### src/rtl/maze_session_if.sv
// Handshake bundle between the round sequencer, the debounced buttons and the maze core.
// The master drives the button, tick and check inputs; the slave is the session controller.
interface maze_session_if #(
   parameter int TIME_W = 7
);
   logic [4:0]        btn_pulse;
   logic              tick;
   logic              game_check_ok;
   logic [4:0]        game_btn;
   logic              game_rst;
   logic [1:0]        state;
   logic [TIME_W-1:0] time_left;
   logic [7:0]        moves;
   logic [7:0]        rounds_won;

   modport master (
      output btn_pulse, tick, game_check_ok,
      input  game_btn, game_rst, state, time_left, moves, rounds_won
   );

   modport slave (
      input  btn_pulse, tick, game_check_ok,
      output game_btn, game_rst, state, time_left, moves, rounds_won
   );
endinterface

### src/rtl/maze_session_ctrl.sv
// Round sequencer for the maze core: owns the core reset, gates direction pulses,
// enforces the per-round time and move budgets and tallies rounds won.
//
// state | meaning
// IDLE  | no round live; counters show the last round
// PLAY  | round live; directions forwarded, time/move budgets enforced
// WIN   | goal reached; hold for HOLD_TICKS ticks or select
// LOSE  | time or moves exhausted; hold for HOLD_TICKS ticks or select
module maze_session_ctrl #(
   parameter int TIME_LIMIT = 60,
   parameter int TIME_W     = 7,
   parameter int MOVE_LIMIT = 64,
   parameter int HOLD_TICKS = 4
) (
   input  logic           clk,
   input  logic           rst_n,
   maze_session_if.slave  bus
);

   typedef enum logic [1:0] {
      S_IDLE = 2'b00,
      S_PLAY = 2'b01,
      S_WIN  = 2'b10,
      S_LOSE = 2'b11
   } state_t;

   localparam int                HOLD_W    = (HOLD_TICKS < 2) ? 1 : $clog2(HOLD_TICKS + 1);
   localparam logic [TIME_W-1:0] TIME_INIT = TIME_W'(TIME_LIMIT);
   localparam logic [TIME_W-1:0] TIME_ONE  = TIME_W'(1);
   localparam logic [7:0]        MOVE_MAX  = 8'(MOVE_LIMIT);
   localparam logic [HOLD_W-1:0] HOLD_LAST = HOLD_W'(HOLD_TICKS - 1);

   state_t            state_q;
   logic [4:0]        game_btn_q;
   logic              game_rst_q;
   logic              rst_guard_q;
   logic [TIME_W-1:0] time_left_q;
   logic [7:0]        moves_q;
   logic [7:0]        rounds_won_q;
   logic [HOLD_W-1:0] hold_q;

   logic       select;
   logic       dir_valid;
   logic       check_ok_valid;
   logic       tick_last;
   logic [7:0] moves_inc;
   logic [7:0] won_inc;

   assign select         = bus.btn_pulse[4];
   assign dir_valid      = (state_q == S_PLAY) && $onehot(bus.btn_pulse[3:0])
                           && !select && !game_rst_q;
   // The core needs its reset cycle plus one more before check_ok means anything.
   assign check_ok_valid = bus.game_check_ok && !game_rst_q && !rst_guard_q;
   assign tick_last      = bus.tick && (time_left_q == TIME_ONE);
   assign moves_inc      = (moves_q == 8'hFF) ? moves_q : moves_q + 8'd1;
   assign won_inc        = (rounds_won_q == 8'hFF) ? rounds_won_q : rounds_won_q + 8'd1;

   always_ff @(posedge clk or negedge rst_n) begin
      if (!rst_n) begin
         state_q      <= S_IDLE;
         game_btn_q   <= '0;
         game_rst_q   <= 1'b1;
         rst_guard_q  <= 1'b1;
         time_left_q  <= '0;
         moves_q      <= '0;
         rounds_won_q <= '0;
         hold_q       <= '0;
      end else begin
         game_btn_q  <= '0;
         game_rst_q  <= 1'b0;
         rst_guard_q <= game_rst_q;
         case (state_q)
            S_IDLE: begin
               if (select) begin
                  state_q     <= S_PLAY;
                  game_rst_q  <= 1'b1;
                  time_left_q <= TIME_INIT;
                  moves_q     <= '0;
                  hold_q      <= '0;
               end
            end
            S_PLAY: begin
               if (select) begin
                  game_rst_q  <= 1'b1;
                  time_left_q <= TIME_INIT;
                  moves_q     <= '0;
                  hold_q      <= '0;
               end else begin
                  if (dir_valid) begin
                     game_btn_q <= {1'b0, bus.btn_pulse[3:0]};
                     moves_q    <= moves_inc;
                  end
                  if (bus.tick) begin
                     time_left_q <= (time_left_q > TIME_ONE) ? time_left_q - TIME_ONE : '0;
                  end
                  // Goal beats an expiring budget in the same cycle.
                  if (check_ok_valid) begin
                     state_q      <= S_WIN;
                     rounds_won_q <= won_inc;
                     hold_q       <= '0;
                  end else if (tick_last) begin
                     state_q <= S_LOSE;
                     hold_q  <= '0;
                  end else if (dir_valid && (moves_inc == MOVE_MAX)) begin
                     state_q <= S_LOSE;
                     hold_q  <= '0;
                  end
               end
            end
            S_WIN, S_LOSE: begin
               if (select) begin
                  state_q <= S_IDLE;
                  hold_q  <= '0;
               end else if (bus.tick) begin
                  if (hold_q == HOLD_LAST) begin
                     state_q <= S_IDLE;
                     hold_q  <= '0;
                  end else begin
                     hold_q <= hold_q + HOLD_W'(1);
                  end
               end
            end
            default: state_q <= S_IDLE;
         endcase
      end
   end

   assign bus.state      = state_q;
   assign bus.game_btn   = game_btn_q;
   assign bus.game_rst   = game_rst_q;
   assign bus.time_left  = time_left_q;
   assign bus.moves      = moves_q;
   assign bus.rounds_won = rounds_won_q;

endmodule
### src/flat_wrapper.sv
// flat-port wrapper written by rule: the top's interface ports become plain ports
module maze_session_ctrl_flat 
#(
   parameter int TIME_LIMIT = 60,
   parameter int TIME_W     = 7,
   parameter int MOVE_LIMIT = 64,
   parameter int HOLD_TICKS = 4
)
  (clk, rst_n, bus_btn_pulse, bus_tick, bus_game_check_ok, bus_game_btn, bus_game_rst, bus_state, bus_time_left, bus_moves, bus_rounds_won);
  maze_session_if #(.TIME_W(TIME_W)) bus_i ();
  input  logic clk;
  input  logic rst_n;
  input wire logic [$bits(bus_i.btn_pulse)-1:0] bus_btn_pulse;
  input wire logic [$bits(bus_i.tick)-1:0] bus_tick;
  input wire logic [$bits(bus_i.game_check_ok)-1:0] bus_game_check_ok;
  output wire logic [$bits(bus_i.game_btn)-1:0] bus_game_btn;
  output wire logic [$bits(bus_i.game_rst)-1:0] bus_game_rst;
  output wire logic [$bits(bus_i.state)-1:0] bus_state;
  output wire logic [$bits(bus_i.time_left)-1:0] bus_time_left;
  output wire logic [$bits(bus_i.moves)-1:0] bus_moves;
  output wire logic [$bits(bus_i.rounds_won)-1:0] bus_rounds_won;
  assign bus_i.btn_pulse = bus_btn_pulse;
  assign bus_i.tick = bus_tick;
  assign bus_i.game_check_ok = bus_game_check_ok;
  assign bus_game_btn = bus_i.game_btn;
  assign bus_game_rst = bus_i.game_rst;
  assign bus_state = bus_i.state;
  assign bus_time_left = bus_i.time_left;
  assign bus_moves = bus_i.moves;
  assign bus_rounds_won = bus_i.rounds_won;
  maze_session_ctrl #(.TIME_LIMIT(TIME_LIMIT), .TIME_W(TIME_W), .MOVE_LIMIT(MOVE_LIMIT), .HOLD_TICKS(HOLD_TICKS)) u_core (.clk(clk), .rst_n(rst_n), .bus(bus_i));
endmodule
### config.mk
export PLATFORM = sky130hd
export DESIGN_NAME = maze_session_ctrl_flat
export DESIGN_NICKNAME = d
export VERILOG_FILES = /design/src/rtl/maze_session_if.sv /design/src/rtl/maze_session_ctrl.sv /design/src/flat_wrapper.sv
export SDC_FILE = /design/constraint.sdc
export NUM_CORES = 1
export LEC_CHECK = 0
export CORE_UTILIZATION = 50
export DETAILED_ROUTE_END_ITERATION = 8
export GPL_ROUTABILITY_DRIVEN = 0
export GPL_TIMING_DRIVEN = 0
export HOLD_SLACK_MARGIN = 0.02
export PLACE_DENSITY_LB_ADDON = 0.15
export SYNTH_ARGS = -nofsm -noshare
export SYNTH_HDL_FRONTEND = slang
export SYNTH_SLANG_ARGS = --single-unit
### constraint.sdc
create_clock -name clk -period 3 [get_ports clk]
set_input_delay 0.3 -clock clk [delete_from_list [all_inputs] [get_ports clk]]
set_output_delay 0.3 -clock clk [all_outputs]
set_load 0.03 [all_outputs]
==> Word level (Yosys, flattened, before mapping) <==
Index checks and enable logic that the tools add are counted.
{ "totals": {"out_inout_bits": 31, "word_cells": 87, "ff_bits": 35, "inputBits": 9} }
{ "classes": {"n_reduce_logical": 19, "n_eq_ne": 17, "magnitude_cmp": 1, "n_addsub": 7, "n_bitwise": 2, "mux": 33} }
{ "op_table": {"columns": ["cell", "n"], "rows": [
  ["$mux W8", 4],
  ["$mux W7", 4],
  ["$mux W3", 8],
  ["$add A8 B1 Y8 const B", 2],
  ["$eq A8 B8 Y1 const B", 2],
  ["$mux W2", 8],
  ["$pmux W8 S2", 1],
  ["$pmux W7 S2", 1],
  ["$mux W5", 2],
  ["$pmux W3 S3", 1],
  ["$reduce_and A3 Y1", 3],
  ["$eq A8 B7 Y1 const B", 1],
  ["$eq A7 B1 Y1 const B", 1],
  ["$gt A7 B1 Y1 const B", 1],
  ["$logic_and A1 B1 Y1", 7],
  ["$sub A7 B1 Y7 const B", 1],
  ["$ne A3 B2 Y1 const B", 2],
  ["$ne A3 B3 Y1 const B", 2],
  ["$pmux W2 S3", 1],
  ["$ne A5 B3 Y1 const B", 1],
  ["$reduce_and A5 Y1", 1],
  ["$add A1 B1 Y2", 2],
  ["$eq A2 B2 Y1 const B", 2],
  ["$mux W4", 1],
  ["14 further kinds", 20]
]} }

==> Depth between registers and ports, before layout <==
Gate-level depths: netlist of run 1.
{ "logic_depth": {"word_depth": 12, "depth_mapped": 10, "depth_no_buf": 9} }

==> Worst setup path after synthesis of run 1 <==
Ideal clock, no wire load.
{ "synth_timing": {"path_type": "input -> register", "from": "input port bus_btn_pulse[0]", "to": "register u_core.hold_q[0]", "arrival_ns": 2.022, "setup_time_ns": 0.121, "setup_slack_ns": 0.857, "required_time_ns": 2.879, "n_path_buf": 0, "path_stages": 8, "path_cell_list": "ha_1 -> ha_1 -> fa_1 -> and4b_1 -> and4_1 -> o2111ai_2 -> a31oi_1 -> o21ai_1"} }
{ "synth_between": {"elab_chain_len": 9} }
{ "synth_lines": {"columns": ["item", "line_no", "text"], "rows": [
  ["start: declaration", "flat_wrapper.sv:13", "input wire logic [$bits(bus_i.btn_pulse)-1:0] bus_btn_pulse;"],
  ["$add A1 B1 Y2 (implied by the code)", "maze_session_ctrl.sv:50", "assign dir_valid = (state_q == S_PLAY) && $onehot(bus.btn_pulse[3:0])"],
  ["$add A3 B3 Y3 (implied by the code)", "maze_session_ctrl.sv:50", null],
  ["$eq A3 B1 Y1", "maze_session_ctrl.sv:50", null],
  ["$logic_and A1 B1 Y1", "maze_session_ctrl.sv:50", null],
  ["$logic_and A1 B1 Y1 (2 in series)", "maze_session_ctrl.sv:51", "&& !select && !game_rst_q;"],
  ["$logic_and A1 B1 Y1", "maze_session_ctrl.sv:104", "end else if (dir_valid && (moves_inc == MOVE_MAX)) begin"],
  ["$ne A5 B3 Y1 (no line)", null, null],
  ["$reduce_and A3 Y1 (no line)", null, null],
  ["end signal: assignment", "maze_session_ctrl.sv:119", "hold_q <= hold_q + HOLD_W'(1);"],
  ["end: declaration", "maze_session_ctrl.sv:40", "logic [HOLD_W-1:0] hold_q;"]
]} }
No other way between the ends.
A chain may end at the register's enable or synchronous reset.

==> Worst setup path after layout of run 1 <==
Ends and elaborated chain as after synthesis.

==> results.json, run 1 <==
{
  "placed_cells": 280,
  "cp_slowest_cell": "clkdlybuf4s50_1",
  "drv_cap": 0,
  "hpwlAfterDp_mm": 3.046,
  "synth-seq-area-share_pct": 45.17,
  "slowest_delay_ns": 0.43,
  "ioPinCount": 40,
  "synth_cell_type_count": 50,
  "worst_setup_path_start_kind": "input pin",
  "globalRouteTotalUtil_pct": 23.14,
  "stdcell_count": 288,
  "maxSlewHeadroom_pct": 50.24,
  "syn_area_per_cell_um2": 9.590,
  "synth_top_cell_by_area": "dfrtp_1",
  "hold_path.class": "input pin to asynchronous set/reset pin",
  "initial_core_util_pct": 54.47,
  "syn_to_final_growth_pct": 27.15,
  "grt_overflow": 0,
  "synth_seq_cells": 34,
  "die_area_mm2": 0.004028,
  "drt_iter0_markers": 154,
  "end_kind": "flip-flop",
  "yosysMostFrequentCell": "dfrtp_1",
  "cts_tree": "yes",
  "rsz0062_at_grt": "false",
  "grt_pass1_wl_mm": 7.258,
  "syn-cell-area_mm2": 0.001889,
  "numPortBuffers": 37,
  "maxSlewViolCount": 0,
  "post-cts-setup-buffers": 0,
  "root_buffer": "clkbuf_8",
  "cts_buffers": 5,
  "setup_tns_ns": 0,
  "drt_wl_total_mm": 4.100,
  "synth_area_leaders": "dfrtp_1, ha_1, nor2_1",
  "path_class": "input pin to flip-flop",
  "r2r_slack_ns": 0.86,
  "die_h_um": 63.47,
  "vias_per_cell": 5.924,
  "clkPwrFrac_pct": 28.4,
  "synth_edf_count": 0,
  "firstDrtPassIters": 4,
  "antenna_left": 0,
  "first_global_vias": 1639,
  "ys_warn_count": 0,
  "status": "completed",
  "drive_gt1_share_pct": 7.438,
  "syn_nets": 215,
  "path_common_cell": "ha_1",
  "cts_sinks": 34,
  "critPathBufInv": 1,
  "row_count": 21,
  "vias": 1706,
  "finalHoldViolCount": 0,
  "yosysTopAreaCellShare_pct": 42.38,
  "layout.nets": 259,
  "internal_power_uw": 824.8,
  "fin_crit_sh_pct": 82.09,
  "p_leak_nw": 1.030,
  "critPathMaxFanout": 4,
  "antenna_cells": 0,
  "drcViolationCount": 0,
  "ir_drop_mv": 0.2269,
  "post_cts_resized": 0,
  "antenna_found_initial": 0,
  "cp.required_ns": 3.18,
  "cp_top_family": "adder cells",
  "r2r_end": "u_core.hold_q[0]",
  "synthFlopType": "dfrtp_1",
  "cts_hold_buf": 0,
  "period_minus_slack_ns": 2.463,
  "cp_cell_sequence": "clkdlybuf4s50_1 > ha_1 > ha_1 > fa_1 > and4b_1 > and4_1 > o2111ai_2 > a31oi_1 > o21ai_1",
  "power_switching_uw": 396.7,
  "powerDensity_mw_per_mm2": 508.5,
  "seqPwrFrac_pct": 44.9,
  "clockBufferDepth": 2,
  "pwr-share-comb_pct": 26.7,
  "critical_path_arrival_ns": 2.64,
  "finalSetupViolCount": 0,
  "clk_pin_slew_ns": 0.07,
  "max_freq_mhz": 406.1,
  "synth_commonest_cells": "dfrtp_1, nor2_1, nand2_1",
  "async_flop_share_pct": 100.0,
  "fin_worst_skew_ns": 0.004410,
  "sw_frac_of_total_pct": 32.48,
  "timing.rr.start": "u_core.bus.moves[1]",
  "clock_latency_ns": 0.29,
  "die_w_um": 63.47,
  "syn_inst": 197,
  "coreArea_mm2": 0.003468,
  "avgRoutedWirePerCell_um": 14.24,
  "worstMarginPinSlew_ns": 0.7464,
  "reg2reg_depth": 7,
  "grt_max_degree": 35,
  "h-tree-depth": 2
}
[stage by stage]
| step | area [um2] | power, mW | worst slack [ns] | hold slack (ns) | util, % |
|---|---|---|---|---|---|
| floorplan | 1889 | 0.7521 | 0.8574 | 0.004409 | - |
| global placement | 2317 | 0.8728 | 0.2714 | 0.3826 | 66.81 |
| detailed placement | 2312 | 0.8843 | 0.2473 | 0.3846 | 66.67 |
| CTS | 2402 | 1.236 | 0.5342 | 0.09995 | 69.26 |
| global route | 2402 | 1.294 | 0.3625 | 0.1468 | 69.26 |
| finish | 2402 | 1.222 | 0.5374 | 0.07443 | 69.26 |
[per-layer routing]
layer  routed length (um)  track usage (%)
met5                    0                0
met4                   56            10.51
met3                  228            5.616
met2                 1991            36.44
met1                 1823            29.91
[cells in the final DEF, fill, tap and decap left out, drive strengths merged, types with 2 or more instances in the layout]
| cell type | count |
|---|---|
| nor3b | 2 |
| nand4 | 4 |
| nand2b | 3 |
| ha | 8 |
| buf | 4 |
| xor2 | 2 |
| o21ai | 13 |
| inv | 6 |
| nor2b | 3 |
| a21oi | 9 |
| clkbuf | 9 |
| and2 | 5 |
| o22a | 4 |
| xnor2 | 4 |
| nor3 | 4 |
| dfrtp | 32 |
| or4 | 2 |
| o211ai | 2 |
| dfstp | 2 |
| mux2i | 4 |
| and3 | 5 |
| a31oi | 5 |
| clkdlybuf4s50 | 36 |
| a21boi | 2 |
| nand2 | 18 |
| nand3 | 11 |
| nor2 | 22 |
| o31ai | 2 |
[kinds of logic after synthesis]
group	synth area share (%)
fa+ha+maj	6.358
buf+inv	2.781
compound gates	16.82
xor+xnor	2.781
other cells	0.1985
mux	2.119
simple gates	23.78
flops	45.17
[power by group through the flow]
stage,clock (mW),sequential (mW),combinational (mW)
global placement,0,0.554,0.319
CTS,0.358,0.549,0.329
floorplan,0,0.625,0.127
detailed placement,0,0.558,0.326
global route,0.379,0.557,0.358
finish,0.347,0.549,0.326
[sequential cells by signal, summed over array words and instances (netlist names)]
signal,cells
u_core.bus.moves,8
u_core.hold_q,3
u_core.bus.rounds_won,8
u_core.rst_guard_q,1
u_core.bus.game_btn,4
u_core.bus.time_left,7
u_core.bus.state,2
u_core.bus.game_rst,1
[area by class of cell]
cell class,instances,area (um2)
clock buffer,8,90.09
tap,46,57.56
multi-input combinational,153,983.4
fill,297,1066
buffer,4,30.03
timing repair buffer,37,365.4
sequential,34,853.3
inverter,6,22.52
[worst max-delay path by stage]
stage	startpoint	endpoint	slack (ns)	cells past startpoint
after floorplan	bus_btn_pulse[0]	u_core.hold_q[0]	0.86	8
after global placement	bus_btn_pulse[0]	u_core.hold_q[0]	0.27	9
after detailed placement	bus_btn_pulse[0]	u_core.hold_q[0]	0.25	9
after CTS	bus_btn_pulse[0]	u_core.hold_q[0]	0.53	9
after global routing	bus_btn_pulse[0]	u_core.hold_q[0]	0.36	10
final	bus_btn_pulse[0]	u_core.hold_q[0]	0.54	9
No activity file was read; power rests on OpenSTA's default activity.
==> run 2, diff against run 1 <==
==> constraint.sdc (replaced) <==
create_clock -name clk -period 2.5 [get_ports clk]
set_input_delay 0.25 -clock clk [delete_from_list [all_inputs] [get_ports clk]]
set_output_delay 0.25 -clock clk [all_outputs]
set_load 0.03 [all_outputs]
==> run 2 against run 1 <==
Against the previous run: clock power increased by 19%; via count is 0.94% lower; total power grew 20%; critical path type unchanged; largest power group unchanged.
==> results.json, run 2 (same netlist as run 1, synthesis figures left out) <==
{
  "cts_tree": "yes",
  "wl_met1_mm": 1.838,
  "coreArea_mm2": 0.003468,
  "vias": 1690,
  "top_layer_used": "met4",
  "finalHoldViolCount": 0,
  "path_class": "input pin to flip-flop",
  "first_global_vias": 1639,
  "antenna_found_initial": 0,
  "cts_sinks": 34,
  "h-tree-depth": 2,
  "wl_met2_mm": 1.997,
  "firstDrtPassIters": 5,
  "grt_overflow": 0,
  "clock_latency_ns": 0.29,
  "maxSlewViolCount": 0,
  "fin_total_pwr_mw": 1.465,
  "ioPinCount": 40,
  "routed-wl-met3_um": 214,
  "status": "completed",
  "hold_path.class": "input pin to asynchronous set/reset pin",
  "mostFrequentLayoutCells": "clkdlybuf4s50_1, dfrtp_1, nor2_1",
  "grt_pass1_wl_mm": 7.258,
  "finalSetupViolCount": 0,
  "drt_wl_total_mm": 4.108,
  "drv_cap": 0,
  "antenna_left": 0,
  "root_buffer": "clkbuf_8",
  "rsz0062_at_grt": "false",
  "drcViolationCount": 0,
  "numPortBuffers": 37,
  "avgRoutedWirePerCell_um": 14.26,
  "die_w_um": 63.47,
  "maxSlewHeadroom_pct": 50.27,
  "antenna_cells": 0,
  "powerDensity_mw_per_mm2": 605.7,
  "syn_to_final_growth_pct": 28.01,
  "max_freq_mhz": 421.3,
  "end_kind": "flip-flop",
  "hold_slack_ns": 0.02532,
  "p_leak_nw": 1.039,
  "cp.required_ns": 2.68,
  "fin_crit_sh_pct": 94.94,
  "vias_per_cell": 5.868,
  "hpwlAfterDp_mm": 3.046,
  "fill_cells": 295,
  "initial_core_util_pct": 54.47,
  "globalRouteTotalUtil_pct": 23.14,
  "final_common_cell": "clkdlybuf4s50_1",
  "clockBufferDepth": 2,
  "layout.nets": 259,
  "timing.final.ws_setup_ns": 0.1264,
  "die_area_mm2": 0.004028,
  "ir_drop_mv": 0.2725,
  "clk_pin_slew_ns": 0.07,
  "worstMarginPinSlew_ns": 0.7459,
  "fin_worst_skew_ns": 0.003611,
  "row_count": 21,
  "critical_path_arrival_ns": 2.55,
  "cts_buffers": 5,
  "drt_iter0_markers": 123,
  "die_h_um": 63.47,
  "pre_cts_ws_ns": -0.2027,
  "grt_max_degree": 35,
  "post-cts-setup-buffers": 0,
  "drive_gt1_share_pct": 7.851,
  "worst_setup_path_start_kind": "input pin",
  "critPathMaxFanout": 10,
  "period_minus_slack_ns": 2.374
}
==> run 2: cell types whose count changed in the layout (fill, tap and decap cells not counted) <==
cell / delta
and4_1: -1
and4_4: +1
clkdlybuf4s50_1: -1
dlymetal6s2s_1: +1
o2111ai_2: -1
o2111ai_4: +1
==> run 2: timing repair <==
item | CTS | global route
hold buffers | 0 | 0
setup endpoints to repair | 0 | 4
resized for setup | 0 | 3
==> run 2: layout make-up <==
| class | instances | area [um2] | share of cell area, % |
|---|---|---|---|
| plain buffers | 4 | 30.03 | 1.242 |
| clock buffers | 8 | 90.09 | 3.725 |
| inverters | 6 | 22.52 | 0.9312 |
| multi-input cells | 153 | 997.2 | 41.23 |
| flip-flops and latches | 34 | 853.3 | 35.28 |
| well taps | 46 | 57.56 | 2.380 |
| repair buffers | 37 | 367.9 | 15.21 |
==> run 2: per-stage QoR <==
| stage | instances | setup TNS (ns) | util, % | area, um2 |
|---|---|---|---|---|
| floorplan | 197 | 0 | - | 1889 |
| global placement | 280 | -1.026 | 66.81 | 2317 |
| detailed placement | 280 | -1.496 | 66.67 | 2312 |
| CTS | 288 | 0 | 69.26 | 2402 |
| global route | 288 | 0 | 69.73 | 2419 |
| finish | 288 | 0 | 69.73 | 2419 |
==> run 2: critical path, cell delays in order <==
cell and delay [ns]:
clkdlybuf4s50_1 0.49, ha_1 0.24, ha_1 0.21, fa_1 0.43
and4b_1 0.29, buf_4 0.18, nand2_2 0.09, nor2_1 0.15
nand3_1 0.10, o211a_1 0.13
==> run 2: report_power, final <==
| group | switching, mW | leakage (nW) | internal (mW) |
|---|---|---|---|
| registers | 0.0581 | 0.437 | 0.601 |
| logic | 0.228 | 0.557 | 0.165 |
| clock network | 0.189 | 0.0455 | 0.224 |
==> run 2: layer usage <==
layer | track usage, % | up-vias
met4 | 10.51 | 0
met3 | 5.616 | 7
li1 | - | 799
met1 | 29.91 | 823
met2 | 36.44 | 61
met5 | 0 | -
==> run 2: path summary, 6_finish.rpt <==
check	start	slack [ns]	cells after the start	to
max	bus_btn_pulse[0]	0.13	10	u_core.bus.moves[5]
min	rst_n	0.03	1	u_core.bus.rounds_won[1]
max in group asynchronous	rst_n	1.99	1	u_core.bus.time_left[2]
max reg2reg	u_core.bus.moves[1]	0.35	7	u_core.hold_q[1]
min in group clk	bus_btn_pulse[1]	0.23	2	u_core.bus.game_btn[1]
min reg2reg	u_core.bus.game_rst	0.39	0	u_core.rst_guard_q
==> run 3, diff against run 2 <==
--- a/config.mk
+++ b/config.mk
@@ -5,12 +5,14 @@
 export SDC_FILE = /design/constraint.sdc
 export NUM_CORES = 1
 export LEC_CHECK = 0
+export ABC_AREA = 1
 export CORE_UTILIZATION = 50
 export DETAILED_ROUTE_END_ITERATION = 8
 export GPL_ROUTABILITY_DRIVEN = 0
 export GPL_TIMING_DRIVEN = 0
 export HOLD_SLACK_MARGIN = 0.02
 export PLACE_DENSITY_LB_ADDON = 0.15
+export SKIP_CTS_REPAIR_TIMING = 1
 export SYNTH_ARGS = -nofsm -noshare
 export SYNTH_HDL_FRONTEND = slang
 export SYNTH_SLANG_ARGS = --single-unit
==> run 3 against run 2 <==
Against the previous run: combinational power grew 110%; final area grew 7.4%; sequential share of layout area shrank 2.4 points; critical path type unchanged.
==> results.json, run 3 <==
{
  "status": "completed",
  "drt_wl_total_mm": 4.142,
  "cts_tree": "yes",
  "synth_top_cell_by_area": "dfrtp_1",
  "synthFlopType": "dfrtp_1",
  "syn_nets": 267,
  "h-tree-depth": 2,
  "ir_drop_mv": 0.5472,
  "stdcell_count": 344,
  "gr-usage-met1_pct": 31.12,
  "ioPinCount": 40,
  "numPortBuffers": 38,
  "mostFrequentLayoutCells": "nand2_1, inv_1, clkdlybuf4s50_1",
  "row_count": 22,
  "syn_area_per_cell_um2": 8.191,
  "max_freq_mhz": 466.5,
  "worstMarginPinSlew_ns": 0.7434,
  "synth_seq_cells": 34,
  "cp_slowest_cell": "fa_1",
  "antenna_left": 0,
  "die_h_um": 65.87,
  "root_buffer": "clkbuf_8",
  "drcViolationCount": 0,
  "finalHoldViolCount": 0,
  "synth-seq-area-share_pct": 41.84,
  "syn_inst": 249,
  "antenna_cells": 0,
  "avgRoutedWirePerCell_um": 12.04,
  "critical_path_arrival_ns": 2.33,
  "synth_cell_type_count": 35,
  "synth_area_leaders": "dfrtp_1, nand2_1, inv_1",
  "p_leak_nw": 1.340,
  "rsz0062_at_grt": "false",
  "met2_usage_pct": 32.14,
  "slowest_delay_ns": 0.44,
  "clock_latency_ns": 0.29,
  "powerDensity_mw_per_mm2": 761.9,
  "fin_worst_skew_ns": 0.002211,
  "maxSlewViolCount": 0,
  "firstDrtPassIters": 4,
  "busiest_layer": "met2",
  "grt_max_degree": 35,
  "fin_crit_sh_pct": 85.74,
  "path_common_cell": "ha_1",
  "end_kind": "flip-flop",
  "syn-cell-area_mm2": 0.002039,
  "critPathMaxFanout": 10,
  "initial_core_util_pct": 53.69,
  "maxSlewHeadroom_pct": 50.44,
  "die_w_um": 65.87,
  "timing.final.ws_setup_ns": 0.3565,
  "grt_pass1_wl_mm": 7.162,
  "globalRouteTotalUtil_pct": 22.13,
  "met3_usage_pct": 5.690,
  "ys_warn_count": 0,
  "period_minus_slack_ns": 2.143,
  "synth_edf_count": 0,
  "clockBufferDepth": 2,
  "layout.nets": 313,
  "cts_buffers": 5,
  "pre_cts_ws_ns": -0.2385,
  "async_flop_share_pct": 100.0,
  "synth_commonest_cells": "nand2_1, inv_1, dfrtp_1",
  "drive_gt1_share_pct": 16.89,
  "drt_iter0_markers": 64,
  "drv_cap": 0,
  "cp.required_ns": 2.69,
  "clk_pin_slew_ns": 0.07,
  "vias_per_cell": 5.090,
  "path_class": "input pin to flip-flop",
  "finalSetupViolCount": 0,
  "hold_path.class": "input pin to asynchronous set/reset pin",
  "yosysTopAreaCellShare_pct": 39.26,
  "yosysMostFrequentCell": "nand2_1",
  "placed_cells": 335,
  "cts_sinks": 34,
  "vias": 1751,
  "coreArea_mm2": 0.003799,
  "hpwlAfterDp_mm": 3.033,
  "cp_cell_sequence": "dlymetal6s2s_1 > ha_1 > ha_1 > fa_1 > inv_1 > nand2_1 > nor3_2 > nand2_2 > buf_4 > buf_2 > a31o_2",
  "r2r_slack_ns": 0.60,
  "worst_setup_path_start_kind": "input pin",
  "syn_to_final_growth_pct": 27.42,
  "first_global_vias": 1588,
  "setup_tns_ns": 0,
  "grt_overflow": 0,
  "die_area_mm2": 0.004338,
  "final_common_cell": "nand2_1",
  "antenna_found_initial": 0
}
## run 3: cell types whose count changed after synthesis, sizes merged, moves of 9 or more
cell | previous run | this run
nand3 | 11 | 23
nand2 | 18 | 58
nor2 | 22 | 31
inv | 6 | 42
## run 3: path summary, 6_finish.rpt
path,start,end,cells after the start
min reg2reg,u_core.bus.game_rst,u_core.rst_guard_q,0
max in group asynchronous,rst_n,u_core.bus.rounds_won[3],1
max reg2reg,u_core.bus.moves[0],u_core.hold_q[1],13
min in group clk,bus_btn_pulse[1],u_core.bus.game_btn[1],3
max,bus_btn_pulse[0],u_core.bus.moves[2],11
min,rst_n,u_core.bus.game_btn[2],1
## run 3: through the flow
stage / hold WS [ns] / power, mW / cell area [um2] / utilization [%]
final: 0.01578 / 1.980 / 2599 / 68.41
after global routing: 0.1038 / 2.131 / 2599 / 68.41
after CTS: 0.05399 / 1.990 / 2570 / 67.65
after detailed placement: 0.3712 / 1.558 / 2475 / 65.15
after global placement: 0.3779 / 1.541 / 2480 / 65.28
after floorplan: -0.04559 / 1.282 / 2039 / -
## run 3: cell families after synthesis
group,count (synthesis),synth area share [%]
mux,1,0.5521
compound gates,30,9.019
simple gates,121,30.31
other cells,1,0.1839
flops,34,41.84
xor+xnor,9,3.865
buf+inv,44,8.344
fa+ha+maj,9,5.890
## run 3: critical path: cells and delay by family
kind / cells / cell delay (ns)
compound gates: 1 / 0.24
buf+inv: 4 / 0.53
fa+ha+maj: 3 / 0.94
simple gates: 3 / 0.37
## run 3: per-layer routing
metal  wire length, um  share of wire, %  vias to the layer above
li1                  -                 -                      899
met2              1764                43                       44
met3               234               5.6                        7
met1              2073                50                      801
met5                 0                 0                        -
met4                70               1.7                        0
## run 3: power by group
part | internal [mW] | total, mW | switching, mW | leakage [nW]
clock | 0.221 | 0.430 | 0.209 | 0.0472
sequential | 0.638 | 0.740 | 0.102 | 0.423
combinational | 0.303 | 0.809 | 0.506 | 0.870
total | 1.16 | 1.98 | 0.817 | 1.34
## run 3: area by class of cell
cell class                      instances  area (um2)
Inverter                               42       157.7
Clock inverter                          2       12.51
Buffer                                  2       12.51
Clock buffer                            6       82.58
Timing Repair Buffer                   39       392.9
Multi-Input combinational cell        171        1027
Fill cell                             336        1200
Tap cell                               48       60.06
Sequential cell                        34       853.3
